<file path="config.mk">
export PLATFORM = sky130hd
export DESIGN_NAME = qpu_itcm_arb
export DESIGN_NICKNAME = d
export VERILOG_FILES = /design/src/rtl/qpu_itcm_arb.sv
export SDC_FILE = /design/constraint.sdc
export NUM_CORES = 1
export LEC_CHECK = 0
export ABC_CLOCK_PERIOD_IN_PS = 2300
export CAP_MARGIN = 10
export CORE_AREA = 2 2 87 89
export DETAILED_ROUTE_END_ITERATION = 10
export DIE_AREA = 0 0 89 91
export MAX_ROUTING_LAYER = met4
export PLACE_DENSITY_LB_ADDON = 0.3
export SYNTH_ARGS = -nofsm -noshare
export SYNTH_HDL_FRONTEND = slang
export SYNTH_SLANG_ARGS = --single-unit
</file>
<file path="constraint.sdc">
create_clock -name clk -period 2.3 [get_ports clk]
set_input_delay 0.23 -clock clk [delete_from_list [all_inputs] [get_ports clk]]
set_output_delay 0.23 -clock clk [all_outputs]
set_load 0.05 [all_outputs]
</file>
<file path="src/rtl/qpu_itcm_arb.sv">
`default_nettype none
// +----------------------------------------------------------------------------+
// | qpu_itcm_arb : single-port ITCM scheduler between IFU fetch and host load  |
// | Revision     : 1.0                                                         |
// +----------------------------------------------------------------------------+
module qpu_itcm_arb #(
  parameter int AW = 12,
  parameter int DW = 32
) (
  input  logic            clk,
  input  logic            rst,
  // IFU fetch port
  input  logic            i_ifu_cmd_valid,
  output logic            o_ifu_cmd_ready,
  input  logic [AW-1:0]   i_ifu_cmd_addr,
  output logic            o_ifu_rsp_valid,
  input  logic            i_ifu_rsp_ready,
  output logic [DW-1:0]   o_ifu_rsp_rdata,
  output logic            o_ifu_halt_req,
  input  logic            i_ifu_halt_ack,
  // Host program-load port
  input  logic            i_host_lock_req,
  output logic            o_host_lock_gnt,
  input  logic            i_host_cmd_valid,
  output logic            o_host_cmd_ready,
  input  logic            i_host_cmd_read,
  input  logic [AW-1:0]   i_host_cmd_addr,
  input  logic [DW-1:0]   i_host_cmd_wdata,
  input  logic [DW/8-1:0] i_host_cmd_wmask,
  output logic            o_host_rsp_valid,
  input  logic            i_host_rsp_ready,
  output logic [DW-1:0]   o_host_rsp_rdata,
  // RAM macro
  output logic            o_ram_cs,
  output logic            o_ram_we,
  output logic [AW-1:0]   o_ram_addr,
  output logic [DW/8-1:0] o_ram_wem,
  output logic [DW-1:0]   o_ram_din,
  input  logic [DW-1:0]   i_ram_dout,
  output logic            o_itcm_active
);

  localparam int c_mw = DW / 8;

  typedef enum logic [1:0] {
    S_IFU     = 2'd0,
    S_DRAIN   = 2'd1,
    S_HOST    = 2'd2,
    S_RELEASE = 2'd3
  } state_t;

  state_t r_state;
  state_t w_state_nxt;

  logic r_ifu_out;
  logic r_host_out;
  logic r_host_rd;
  logic r_halt_req;
  logic r_lock_gnt;

  logic w_ifu_cmd_ready;
  logic w_host_cmd_ready;
  logic w_ifu_acc;
  logic w_host_acc;
  logic w_host_wr;
  logic w_ram_cs;

  always_comb begin
    w_state_nxt      = r_state;
    w_ifu_cmd_ready  = 1'b0;
    w_host_cmd_ready = 1'b0;
    case (r_state)
      S_IFU: begin
        w_ifu_cmd_ready = ~r_ifu_out | i_ifu_rsp_ready;
        if (i_host_lock_req) w_state_nxt = S_DRAIN;
      end
      S_DRAIN: begin
        if (!i_host_lock_req)                  w_state_nxt = S_RELEASE;
        else if (!r_ifu_out && i_ifu_halt_ack) w_state_nxt = S_HOST;
      end
      S_HOST: begin
        w_host_cmd_ready = ~r_host_out | i_host_rsp_ready;
        // A command accepted as the lock falls keeps ownership until it completes.
        if (!i_host_lock_req && !r_host_out && !(i_host_cmd_valid && w_host_cmd_ready))
          w_state_nxt = S_RELEASE;
      end
      S_RELEASE: begin
        if (!i_ifu_halt_ack) w_state_nxt = S_IFU;
      end
      default: w_state_nxt = S_IFU;
    endcase
  end

  assign w_ifu_acc  = i_ifu_cmd_valid  & w_ifu_cmd_ready;
  assign w_host_acc = i_host_cmd_valid & w_host_cmd_ready;
  assign w_host_wr  = w_host_acc & ~i_host_cmd_read;
  assign w_ram_cs   = w_ifu_acc | w_host_acc;

  always_ff @(posedge clk or posedge rst) begin
    if (rst) begin
      r_state    <= S_IFU;
      r_halt_req <= 1'b0;
      r_lock_gnt <= 1'b0;
    end else begin
      r_state    <= w_state_nxt;
      r_halt_req <= (w_state_nxt == S_DRAIN) || (w_state_nxt == S_HOST);
      r_lock_gnt <= (w_state_nxt == S_HOST);
    end
  end

  // Response valid is the outstanding flag itself: set on accept, cleared on handshake.
  always_ff @(posedge clk or posedge rst) begin
    if (rst) begin
      r_ifu_out  <= 1'b0;
      r_host_out <= 1'b0;
      r_host_rd  <= 1'b0;
    end else begin
      if (w_ifu_acc)            r_ifu_out <= 1'b1;
      else if (i_ifu_rsp_ready) r_ifu_out <= 1'b0;

      if (w_host_acc) begin
        r_host_out <= 1'b1;
        r_host_rd  <= i_host_cmd_read;
      end else if (i_host_rsp_ready) begin
        r_host_out <= 1'b0;
      end
    end
  end

  assign o_ram_cs   = w_ram_cs;
  assign o_ram_we   = w_host_wr;
  assign o_ram_addr = w_host_acc ? i_host_cmd_addr : (w_ifu_acc ? i_ifu_cmd_addr : '0);
  assign o_ram_wem  = w_host_wr ? i_host_cmd_wmask : (w_ram_cs ? {c_mw{1'b1}} : {c_mw{1'b0}});
  assign o_ram_din  = w_host_wr ? i_host_cmd_wdata : '0;

  // RAM output holds until the next select, and only the owner can issue one.
  assign o_ifu_rsp_valid  = r_ifu_out;
  assign o_ifu_rsp_rdata  = r_ifu_out ? i_ram_dout : '0;
  assign o_host_rsp_valid = r_host_out;
  assign o_host_rsp_rdata = (r_host_out && r_host_rd) ? i_ram_dout : '0;

  assign o_ifu_cmd_ready  = w_ifu_cmd_ready;
  assign o_host_cmd_ready = w_host_cmd_ready;
  assign o_ifu_halt_req   = r_halt_req;
  assign o_host_lock_gnt  = r_lock_gnt;
  assign o_itcm_active    = (r_state != S_IFU) | r_ifu_out | r_host_out | w_ram_cs;

endmodule
`default_nettype wire

</file>
# Yosys cells after proc, flatten, opt, wreduce, memory -nomap -nowiden
# Cells that the tools add are included.
# totals
ff_bits	7
wordCells	56
# op_classes
bitwise_logic	12
n_reduce_logical	14
mux	19
n_eq_ne	5
# ops
op	count
32-bit two-way mux	3
12-bit two-way mux	2
2-bit two-way mux	5
4-bit two-way mux	2
2-bit case mux with 4 select lines	1
2-bit == test, second input constant	3
1-bit two-way mux	6
1-bit OR	6
2-bit nonzero test	3
1-bit logical AND	5
2-bit by 1-bit == test with 1-bit output, second input constant	2
1-bit zero test	4
1-bit AND	3
1-bit inverter	3
2-bit zero test	1
1-bit logical OR	1

# Depth between registers and ports, before layout
# Gate-level depths: netlist (run 1).
# depth
word_depth	9
mapped_depth	5
ltp_nobuf	5

# Worst setup path before layout (run 1)
# Ideal clock, no wire load.
# synth_timing
kind	register to output
from	register r_host_out (netlist: o_host_rsp_valid)
to	output port o_host_cmd_ready
path_buffers	0
setup_slack_ns	0.187
arrival_ns	1.883
path_stages_with_launch	3
path_cell_list	dfrtp_1 -> nor2b_1 -> nor3_1
# synth_between
elab_chain_cells	3
# synth_rtl
item	line	text
from (decl)	56	logic r_host_out;
from (signal assigned)	115	r_host_out <= 1'b0;
from (signal assigned)	122	r_host_out <= 1'b1;
from (signal assigned)	125	r_host_out <= 1'b0;
1-bit inverter	82	w_host_cmd_ready = ~r_host_out | i_host_rsp_ready;
1-bit OR	82	
1-bit two-way mux	72	case (r_state)
to (decl)	25	output logic o_host_cmd_ready,
# Every way passes these cells.

# Worst setup path in the final report (run 1)
# layout_timing
from	input port i_host_cmd_valid
to	output port o_ram_din[26]
# layout_between
elab_chain_cells	3
# layout_rtl
item	line	text
from (decl)	24	input logic i_host_cmd_valid,
1-bit AND	95	assign w_host_acc = i_host_cmd_valid & w_host_cmd_ready;
1-bit AND	96	assign w_host_wr = w_host_acc & ~i_host_cmd_read;
32-bit two-way mux	134	assign o_ram_din = w_host_wr ? i_host_cmd_wdata : '0;
to (decl)	38	output logic [DW-1:0] o_ram_din,
# Every way passes these cells.

==> metrics, run 1 <==
Reg power frac=7.4%; critical path data arrival time=1.72 ns; drt drc=0; Final Cycle Share=84.7%; Post CTS Setup Buffer Count=0; die span in y=91 um; CP max-delay cell=clkdlybuf4s50_1; outcome=completed; register clock-pin slew on the reported worst setup and hold paths=0.04 ns; placed insts=480; synth unique cells=25; synth warn=0; Post-Syn Area per Cell=7.07 um^2; crit-path cells=clkdlybuf4s50_1 -> nor2b_1 -> nand3_1 -> inv_2 -> and2_1 -> buf_12; number of global-route vias before repair=1,837; H-tree Lvls=1; DR pass1 iterations=4; DP Worst Slack=0.323 ns; PwrDens=1070 nW/um^2; CP Class=in2out; Layout area overhead=222%; Worst-Skew Late Latency=0.22 ns; fin crit period=1.95 ns; net count after synthesis=272; Critical Path End Type=output pin; Achievable Freq=514 MHz; core footprint=7140 um^2; worst-margin pin slew=0.798 ns; Die Area=8100 um^2; reg2reg start=o_host_rsp_valid; post-detail-place hpwl=6.10 mm; CTS resizes=0; post-synthesis sequential area ratio=14.6%; number of hold buffers added after cts=0; RSZ-0062 raised after global routing=no; post-route ant nets=0; Vias per Instance=4.13; Max rail drop VDD=0.000608 V; mapped cell area=1200 um^2; max-slew violations=0; setup_tns=0 ns; critical path depth=6; slew margin rel.=46.8%; ant diodes=0; Mapped Cells=170; final setup margin=0.353 ns; DR iter-0 viols=25; crit path buf inv count=3; Root Buffer=clkbuf_8; worst reg2reg setup slack=0.83 ns; worst hold path class=in2async; Tot GR Track Use=16.6%; Sw Ratio=58.7%; crit-path max FO=33; DR vias=1,997; layout cell share with drive strength beyond 1=33.8%; largest net degree at the start of global routing=34; port bufs=221; clock buffer depth=2; Internal=1.71 mW; Starting Density=16.8%; Max Cap Viol=0; R2R depth=5; switching power=2.44 mW; Final Hold Vio Count=0; CTS tree=built; critical path's largest stage delay=0.49 ns; first-pass GRT wire length=10.4 mm; die width=89 um; #FFs+latches synth=7; Data required, critical path=2.07 ns; clock sink total=7; DR WL/cell=15.0 um; critical path's top delay family=buffers and inverters; GR Overflow Total=0; Final #Nets=488; Non-Filler Instances=484; crit path launch type=input pin; Final Skew=0.00201 ns; final setup vio count=0; logic gate share of total power=88.5%; Placer Congestion=0.759; number of CTS-inserted buffers=3; Ports=222; Design Power=4.15 mW; Site Rows=31; end of the worst register-to-register path=o_ifu_halt_req; initial antenna violation count=0; drt total wl=7.27 mm; clock power share=4.1%; P_leak=1.86 nW
==> placed cells by master, fill, tap and decap left out <==
cell type        count
o21ai_0              3
dfrtp_1              7
mux2_1               1
or2_1                2
inv_2                1
buf_4               75
nand2b_1             1
clkbuf_1             1
inv_1                4
nand2_1              2
nor2b_1              4
and3_1              35
nor2_1               4
o22a_1               4
nor3_1               2
nand4_1              1
clkdlybuf4s50_1    102
a22o_1              12
ha_1                 1
and2_1              65
clkbuf_8             3
o32a_1               1
buf_12              50
nand3_1              2
nand2b_2             1
o32ai_1              1
==> cell usage after synthesis <==
library cell	instances	share of area, %
clkbuf_1	9	2.8
and3_1	35	18
mux2_1	1	0.94
nor3_1	2	0.83
nand2b_2	1	0.73
or2_1	2	1.0
o32ai_1	1	0.73
nand2b_1	1	0.52
o22a_1	4	2.9
nor2b_1	4	2.1
nand3_1	2	0.83
o21ai_0	3	1.2
buf_6	2	1.9
nand2_1	2	0.62
inv_2	1	0.31
a22o_1	12	8.7
o32a_1	1	0.83
ha_1	1	1.0
dfrtp_1	7	15
buf_2	4	1.7
buf_4	1	0.62
nand4_1	1	0.52
inv_1	4	1.2
and2_1	65	34
nor2_1	4	1.2
==> state kept, by name, summed over array words and instances (netlist names) <==
name,count
r_state,2
o_host_lock_gnt,1
o_ifu_halt_req,1
r_host_rd,1
o_host_rsp_valid,1
o_ifu_rsp_valid,1
==> cell type report <==
cell class                      count  area, um^2
Multi-Input combinational cell    142         925
Tap cell                           99         124
Clock buffer                        4        45.0
Sequential cell                     7         175
Timing Repair Buffer              227        2580
Inverter                            5        18.8
Fill cell                         669        3260
==> per-layer routing <==
layer / part of all wire [%] / GRT usage [%] / vias to the layer above / routed length (um)
met1: 37 / 18.2 / 897 / 2720
li1: - / - / 1007 / -
met5: 0 / - / - / 0
met4: 1.5 / 3.36 / 0 / 110
met3: 7.2 / 2.64 / 8 / 525
met2: 54 / 30.8 / 85 / 3920
==> logic make-up (layout without fill, tap and decap cells) <==
group | count (synthesis) | count (layout) | synth area share (%)
AND/OR/NAND/NOR | 119 | 119 | 60.5
AO/OA/AOI/OAI | 21 | 21 | 14.5
buffers and inverters | 21 | 236 | 8.53
flip-flops | 7 | 7 | 14.6
adder cells (fa/ha/maj) | 1 | 1 | 1.04
multiplexers | 1 | 1 | 0.936
==> worst reg2reg max path, cell delays in order (launching register included) <==
cell and delay (ns):
dfrtp_1 0.41, nor3_1 0.22, nor2_1 0.09, o32a_1 0.34, ha_1 0.27, inv_1 0.03
==> per-stage QoR <==
stage                     utilization [%]  instance area [um^2]  hold WS, ns
final                                54.3                  3870        0.227
after global routing                 54.3                  3870        0.269
after CTS                            54.3                  3870        0.232
after detailed placement             53.6                  3830        0.473
after global placement               53.6                  3830        0.466
after floorplan                         -                  1200       0.0334
==> how the worst max path moves through the flow <==
| stage | endpoint | slack [ns] | startpoint |
|---|---|---|---|
| floorplan | o_host_cmd_ready | 0.19 | o_host_rsp_valid |
| global placement | o_ram_din[26] | 0.34 | i_host_cmd_valid |
| detailed placement | o_ram_din[9] | 0.32 | i_host_cmd_valid |
| CTS | o_ram_din[26] | 0.32 | i_host_cmd_valid |
| global route | o_ram_din[5] | 0.20 | i_host_cmd_valid |
| finish | o_ram_din[26] | 0.35 | i_host_cmd_valid |
==> power by group through the flow <==
stage	combinational [mW]	sequential, mW	clock (mW)
final	3.67	0.308	0.169
after global routing	3.82	0.323	0.183
after CTS	3.70	0.307	0.175
after detailed placement	3.69	0.307	0
after global placement	3.67	0.305	0
after floorplan	2.14	0.365	0
No activity file was read; power rests on OpenSTA's default activity.
==> run 2, diff against run 1 <==
--- a/config.mk
+++ b/config.mk
@@ -5,11 +5,11 @@
 export SDC_FILE = /design/constraint.sdc
 export NUM_CORES = 1
 export LEC_CHECK = 0
-export ABC_CLOCK_PERIOD_IN_PS = 2300
+export ABC_CLOCK_PERIOD_IN_PS = 1750
 export CAP_MARGIN = 10
-export CORE_AREA = 2 2 87 89
+export CORE_AREA = 2 2 85 87
 export DETAILED_ROUTE_END_ITERATION = 10
-export DIE_AREA = 0 0 89 91
+export DIE_AREA = 0 0 87 89
 export MAX_ROUTING_LAYER = met4
 export PLACE_DENSITY_LB_ADDON = 0.3
 export SYNTH_ARGS = -nofsm -noshare
==> constraint.sdc (replaced) <==
create_clock -name clk -period 1.75 [get_ports clk]
set_input_delay 0.175 -clock clk [delete_from_list [all_inputs] [get_ports clk]]
set_output_delay 0.175 -clock clk [all_outputs]
set_load 0.05 [all_outputs]
==> metrics, run 2 (same netlist as run 1, synthesis figures left out) <==
clock sink total=7 (unchanged); initial antenna violation count=0 (unchanged); H-tree Lvls=1 (unchanged); final setup margin=0.0327 ns (-0.320 ns); register clock-pin slew on the reported worst setup and hold paths=0.04 ns (about the same); most frequent cells in the layout=buf_12 (122), clkdlybuf4s50_1 (102), and2_1 (41); crit-path max FO=17 (-48%); crit-path cells=nor2b_2 -> nand3_2 -> inv_4 -> buf_12 -> and2_1 -> buf_12; Largest register FFs=2 (unchanged); ant diodes=0 (unchanged); clock buffer depth=2 (unchanged); sequential cell area=178 um^2 (+1.4%); most flop-heavy register=r_state; largest net degree at the start of global routing=36 (+5.9%); commonest non-fill, non-tap cell in the layout=buf_12; Fill cells=431 (-36%); number of CTS-inserted buffers=3 (unchanged); DP Worst Slack=-0.178 ns (-0.500 ns); Layout area overhead=308%; drt total wl=8.51 mm (+17%); post-detail-place hpwl=6.88 mm (+13%); critical path's largest stage delay=0.38 ns (-0.11 ns); outcome=completed; Achievable Freq=582 MHz; Max rail drop VDD=0.00104 V (+72%); crit path buf inv count=3 (unchanged); CP Class=reg2out; DR pass1 iterations=5 (+1); first-pass GRT wire length=11.1 mm (+7.0%); core footprint=6720 um^2 (-5.9%); number of global-route vias before repair=1,908 (+3.9%); most frequent CP cell=buf_12; P_leak=2.15 nW (+16%); Max Cap Viol=0 (unchanged); Starting Density=17.9% (+1.0 points); DR iter-0 viols=63 (+150%); CTS tree=built; post-route ant nets=0 (unchanged); PwrDens=1390 nW/um^2 (+30%); Min Hold Slack=0.172 ns (-0.0549 ns); Vias per Instance=4.54 (+10%); CP max-delay cell=dfrtp_1; Final #Nets=495 (+1.4%); worst reg2reg setup slack=0.17 ns (-0.66 ns); Tot GR Track Use=19.0% (+2.5 points); final setup vio count=0 (unchanged); Die Area=7740 um^2 (-4.4%); DR vias=2,142 (+7.3%); met1 Track Usage GR=20.9% (+2.7 points); Root Buffer=clkbuf_8; die width=87 um (-2.2%); DR WL/cell=18.0 um (+20%); Ports=222 (unchanged); layout cell share with drive strength beyond 1=43.6% (+9.9 points); Data required, critical path=1.57 ns (-0.50 ns); RSZ-0062 raised after global routing=yes; slew margin rel.=65.6% (+19 points); area of the multi-input gates=1010 um^2 (+9.2%); GR Overflow Total=0 (unchanged); crit path launch type=flip-flop; port bufs=221 (unchanged); Final Cycle Share=98.1%; critical path's top delay family=simple AND/OR/NAND/NOR gates; GR peak layer=met2; worst-margin pin slew=0.514 ns (-0.284 ns); met2 GRT Util=35.9% (+5.1 points); max-slew violations=0 (unchanged); fin crit period=1.72 ns; critical path data arrival time=1.54 ns (-0.18 ns); met3 Track Usage GR=3.05% (+0.41 points); Site Rows=30 (-3.2%); Final Skew=0.000448 ns (-0.00157 ns); Critical Path End Type=output pin; worst hold path class=in2async; die span in y=89 um (-2.2%); drt drc=0 (unchanged); Final Hold Vio Count=0 (unchanged); Placer Congestion=0.794 (+4.5%); Worst-Skew Late Latency=0.23 ns (about the same)
run 2: cell types whose count changed in the layout (fill, tap and decap cells not counted), moves of 8 or more:
cell and change:
and2_4 +16, buf_4 -68, and2_2 +8, buf_12 +72, and2_1 -24
run 2: timing repair:
action	in CTS	in global routing
gates cloned	0	3
pin swaps	0	2
setup endpoints to repair	29	49
setup buffers	1	0
hold buffers	0	0
resized for setup	2	21
run 2: final cells by class:
class / instances / area share (%)
clock buffers: 3 / 0.841
clock inverters: 1 / 0.102
inverters: 5 / 0.433
multi-input cells: 143 / 20.6
flip-flops and latches: 7 / 3.62
well taps: 80 / 2.04
repair buffers: 233 / 72.4
run 2: routing by layer:
layer,vias up,routed length (um)
li1,1028,-
met1,984,3130
met2,112,4620
met3,18,542
met4,0,216
met5,-,0
run 2: metrics by stage:
step	std cells	power (mW)	utilization (%)	setup TNS (ns)	cell area, um^2
global route	472	7.07	73.0	-0.244	4910
detailed placement	464	6.50	70.7	-2.52	4750
global placement	464	6.45	70.7	-2.31	4750
finish	472	6.84	73.0	0	4910
floorplan	170	3.31	-	0	1220
CTS	469	6.77	71.5	0	4810
run 2: path summary, 6_finish.rpt:
kind / depth (start not counted) / startpoint / endpoint
min in group clk: 1 / r_host_rd / r_host_rd
max reg2reg: 6 / o_ifu_rsp_valid / o_ifu_halt_req
min reg2reg: 1 / r_host_rd / r_host_rd
min: 2 / rst / o_ifu_halt_req
max: 6 / r_state[1] / o_ram_din[11]
max in group asynchronous: 2 / rst / o_host_rsp_valid
run 2: where the power goes:
part	leakage [nW]	internal [mW]	switching (mW)
logic	2.04	2.92	3.37
clock network	0.0255	0.155	0.0769
registers	0.0825	0.249	0.0684
total	2.15	3.32	3.52
==> run 3, diff against run 2 <==
--- a/config.mk
+++ b/config.mk
@@ -7,9 +7,10 @@
 export LEC_CHECK = 0
 export ABC_CLOCK_PERIOD_IN_PS = 1750
 export CAP_MARGIN = 10
-export CORE_AREA = 2 2 85 87
+export CELL_PAD_IN_SITES_DETAIL_PLACEMENT = 0
+export CELL_PAD_IN_SITES_GLOBAL_PLACEMENT = 1
+export CORE_UTILIZATION = 10
 export DETAILED_ROUTE_END_ITERATION = 10
-export DIE_AREA = 0 0 87 89
 export MAX_ROUTING_LAYER = met4
 export PLACE_DENSITY_LB_ADDON = 0.3
 export SYNTH_ARGS = -nofsm -noshare
==> metrics, run 3 (same netlist as run 1, synthesis figures left out) <==
crit path launch type=flip-flop; Sw Ratio=50.2% (-1.3 points); CTS tree=built; Reg power frac=4.8% (+0.2 points); crit-path max FO=6 (-11); Root Buffer=clkbuf_16; Data required, critical path=1.57 ns (about the same); placed insts=529 (+14%); Worst-Skew Late Latency=0.23 ns (about the same); R2R depth=6 (unchanged); Site Rows=39 (+30%); post-route ant nets=0 (unchanged); Largest register FFs=2 (unchanged); Final Hold Vio Count=0 (unchanged); Internal=3.51 mW (+5.6%); core footprint=11,600 um^2 (+72%); DR pass1 iterations=7 (+2); Tot GR Track Use=11.5% (-7.5 points); number of global-route vias before repair=1,933 (+1.3%); Final #Nets=496 (+0.20%); clock sink total=7 (unchanged); Critical Path End Type=output pin; GR Overflow Total=0 (unchanged); PwrDens=1390 nW/um^2 (about the same); Layout area overhead=320%; Starting Density=10.4% (-7.5 points); Placer Congestion=0.803 (+1.2%); fin crit period=1.72 ns (-0.000681 ns); P_leak=2.19 nW (+2.1%); Ports=222 (unchanged); worst-margin pin slew=0.501 ns (-0.0138 ns); first-pass GRT wire length=11.1 mm (-0.37%); Vias per Instance=3.81 (-16%); Design Power=7.04 mW (+2.9%); Non-Filler Instances=536 (+14%); drt total wl=7.72 mm (-9.3%); die width=112 um (+28%); most flop-heavy register=r_state; Final Skew=0.00321 ns (+0.00276 ns); DR WL/cell=14.4 um (-20%); die span in y=112 um (+25%); failing checks=design-rule violations; max-slew violations=0 (unchanged); register clock-pin slew on the reported worst setup and hold paths=0.04 ns (about the same); Final Cycle Share=98.1% (about the same); final setup vio count=0 (unchanged); drt drc=18 (+18); ant diodes=0 (unchanged); Achievable Freq=583 MHz (about the same); DR iter-0 viols=85 (+35%); initial antenna violation count=0 (unchanged); clock buffer depth=2 (unchanged); largest net degree at the start of global routing=35 (-2.8%); switching power=3.53 mW (+0.34%); port bufs=221 (unchanged); H-tree Lvls=1 (unchanged); most frequent cells in the layout=buf_12 (122), clkdlybuf4s50_1 (101), and2_1 (40); clock power share=5.6% (+2.2 points); final core occ=43.7% (-29 points); slew margin rel.=66.5% (+0.93 points); critical path data arrival time=1.54 ns (about the same); Max rail drop VDD=0.000967 V (-7.4%); commonest non-fill, non-tap cell in the layout=buf_12; outcome=finished, violations left; Max Cap Viol=0 (unchanged); DR vias=2,044 (-4.6%); logic gate share of total power=89.7% (-2.3 points); worst hold path class=in2async; number of CTS-inserted buffers=3 (unchanged); setup_tns=0 ns (unchanged); Die Area=12,500 um^2 (+61%); post-detail-place hpwl=6.39 mm (-7.2%); RSZ-0062 raised after global routing=yes; layout cell share with drive strength beyond 1=44.3% (+0.65 points); CP Class=reg2out; number of hold buffers added after cts=0 (unchanged)
run 3: changes by cell type in the layout (fill, tap and decap cells not counted), moves of 2 or more:
cell | before | now
buf_4 | 7 | 9
clkbuf_16 | 1 | 4
clkbuf_8 | 3 | 0
nor2b_2 | 2 | 0
nor2b_4 | 0 | 2
run 3: path summary, 6_finish.rpt:
| check | slack, ns | end | start |
|---|---|---|---|
| max in group asynchronous | 1.31 | o_ifu_rsp_valid | rst |
| worst min register to register | 0.56 | r_host_rd | r_host_rd |
| worst max-delay path | 0.03 | o_ram_wem[3] | r_state[1] |
| min in group clk | 0.45 | r_state[0] | i_host_cmd_valid |
| worst min-delay path | 0.19 | o_ifu_halt_req | rst |
| worst max register to register | 0.22 | o_ifu_halt_req | r_state[1] |
run 3: power by group through the flow:
| stage | Combinational (mW) | Clock, mW | Sequential [mW] |
|---|---|---|---|
| global route | 6.54 | 0.409 | 0.351 |
| global placement | 6.21 | 0 | 0.320 |
| detailed placement | 6.22 | 0 | 0.324 |
| CTS | 6.26 | 0.398 | 0.318 |
| floorplan | 2.82 | 0 | 0.486 |
| finish | 6.31 | 0.391 | 0.337 |
run 3: per-layer routing:
layer,share of wire (%),track usage [%],wire length [um],vias to the layer above
met2,57,22.9,4380,90
met3,7.9,1.58,606,4
li1,-,-,-,1025
met1,35,12.3,2710,925
met5,0,-,0,-
met4,0.27,1.08,21,0
run 3: cell type report:
class	instances	area, um^2
fill	1112	6520
timing repair buffer	235	3570
clock inverter	1	5.00
clock buffer	3	75.1
multi-input combinational	142	1020
inverter	5	21.3
tap	143	179
sequential	7	178
run 3: worst max-delay path: stages, from the launching register on:
cell     delay, ns
dfrtp_1       0.41
nor2b_4       0.15
and3_4        0.20
buf_4         0.15
o22a_1        0.22
buf_12        0.16
run 3: per-stage QoR:
stage / area (um^2) / hold WS [ns] / setup WS (ns)
floorplan: 1220 / -0.0217 / 0.00385
global placement: 4840 / 0.431 / 0.0128
detailed placement: 4840 / 0.457 / -0.00342
CTS: 4940 / 0.213 / -0.0179
global route: 5050 / 0.226 / -0.0380
finish: 5050 / 0.190 / 0.0334
run 3: repair_timing:
action,in CTS,in global routing
gates resized for setup,2,26
buffers inserted,1,1
cloned,0,1
endpoints found under the setup margin,40,49
pin swaps,1,2
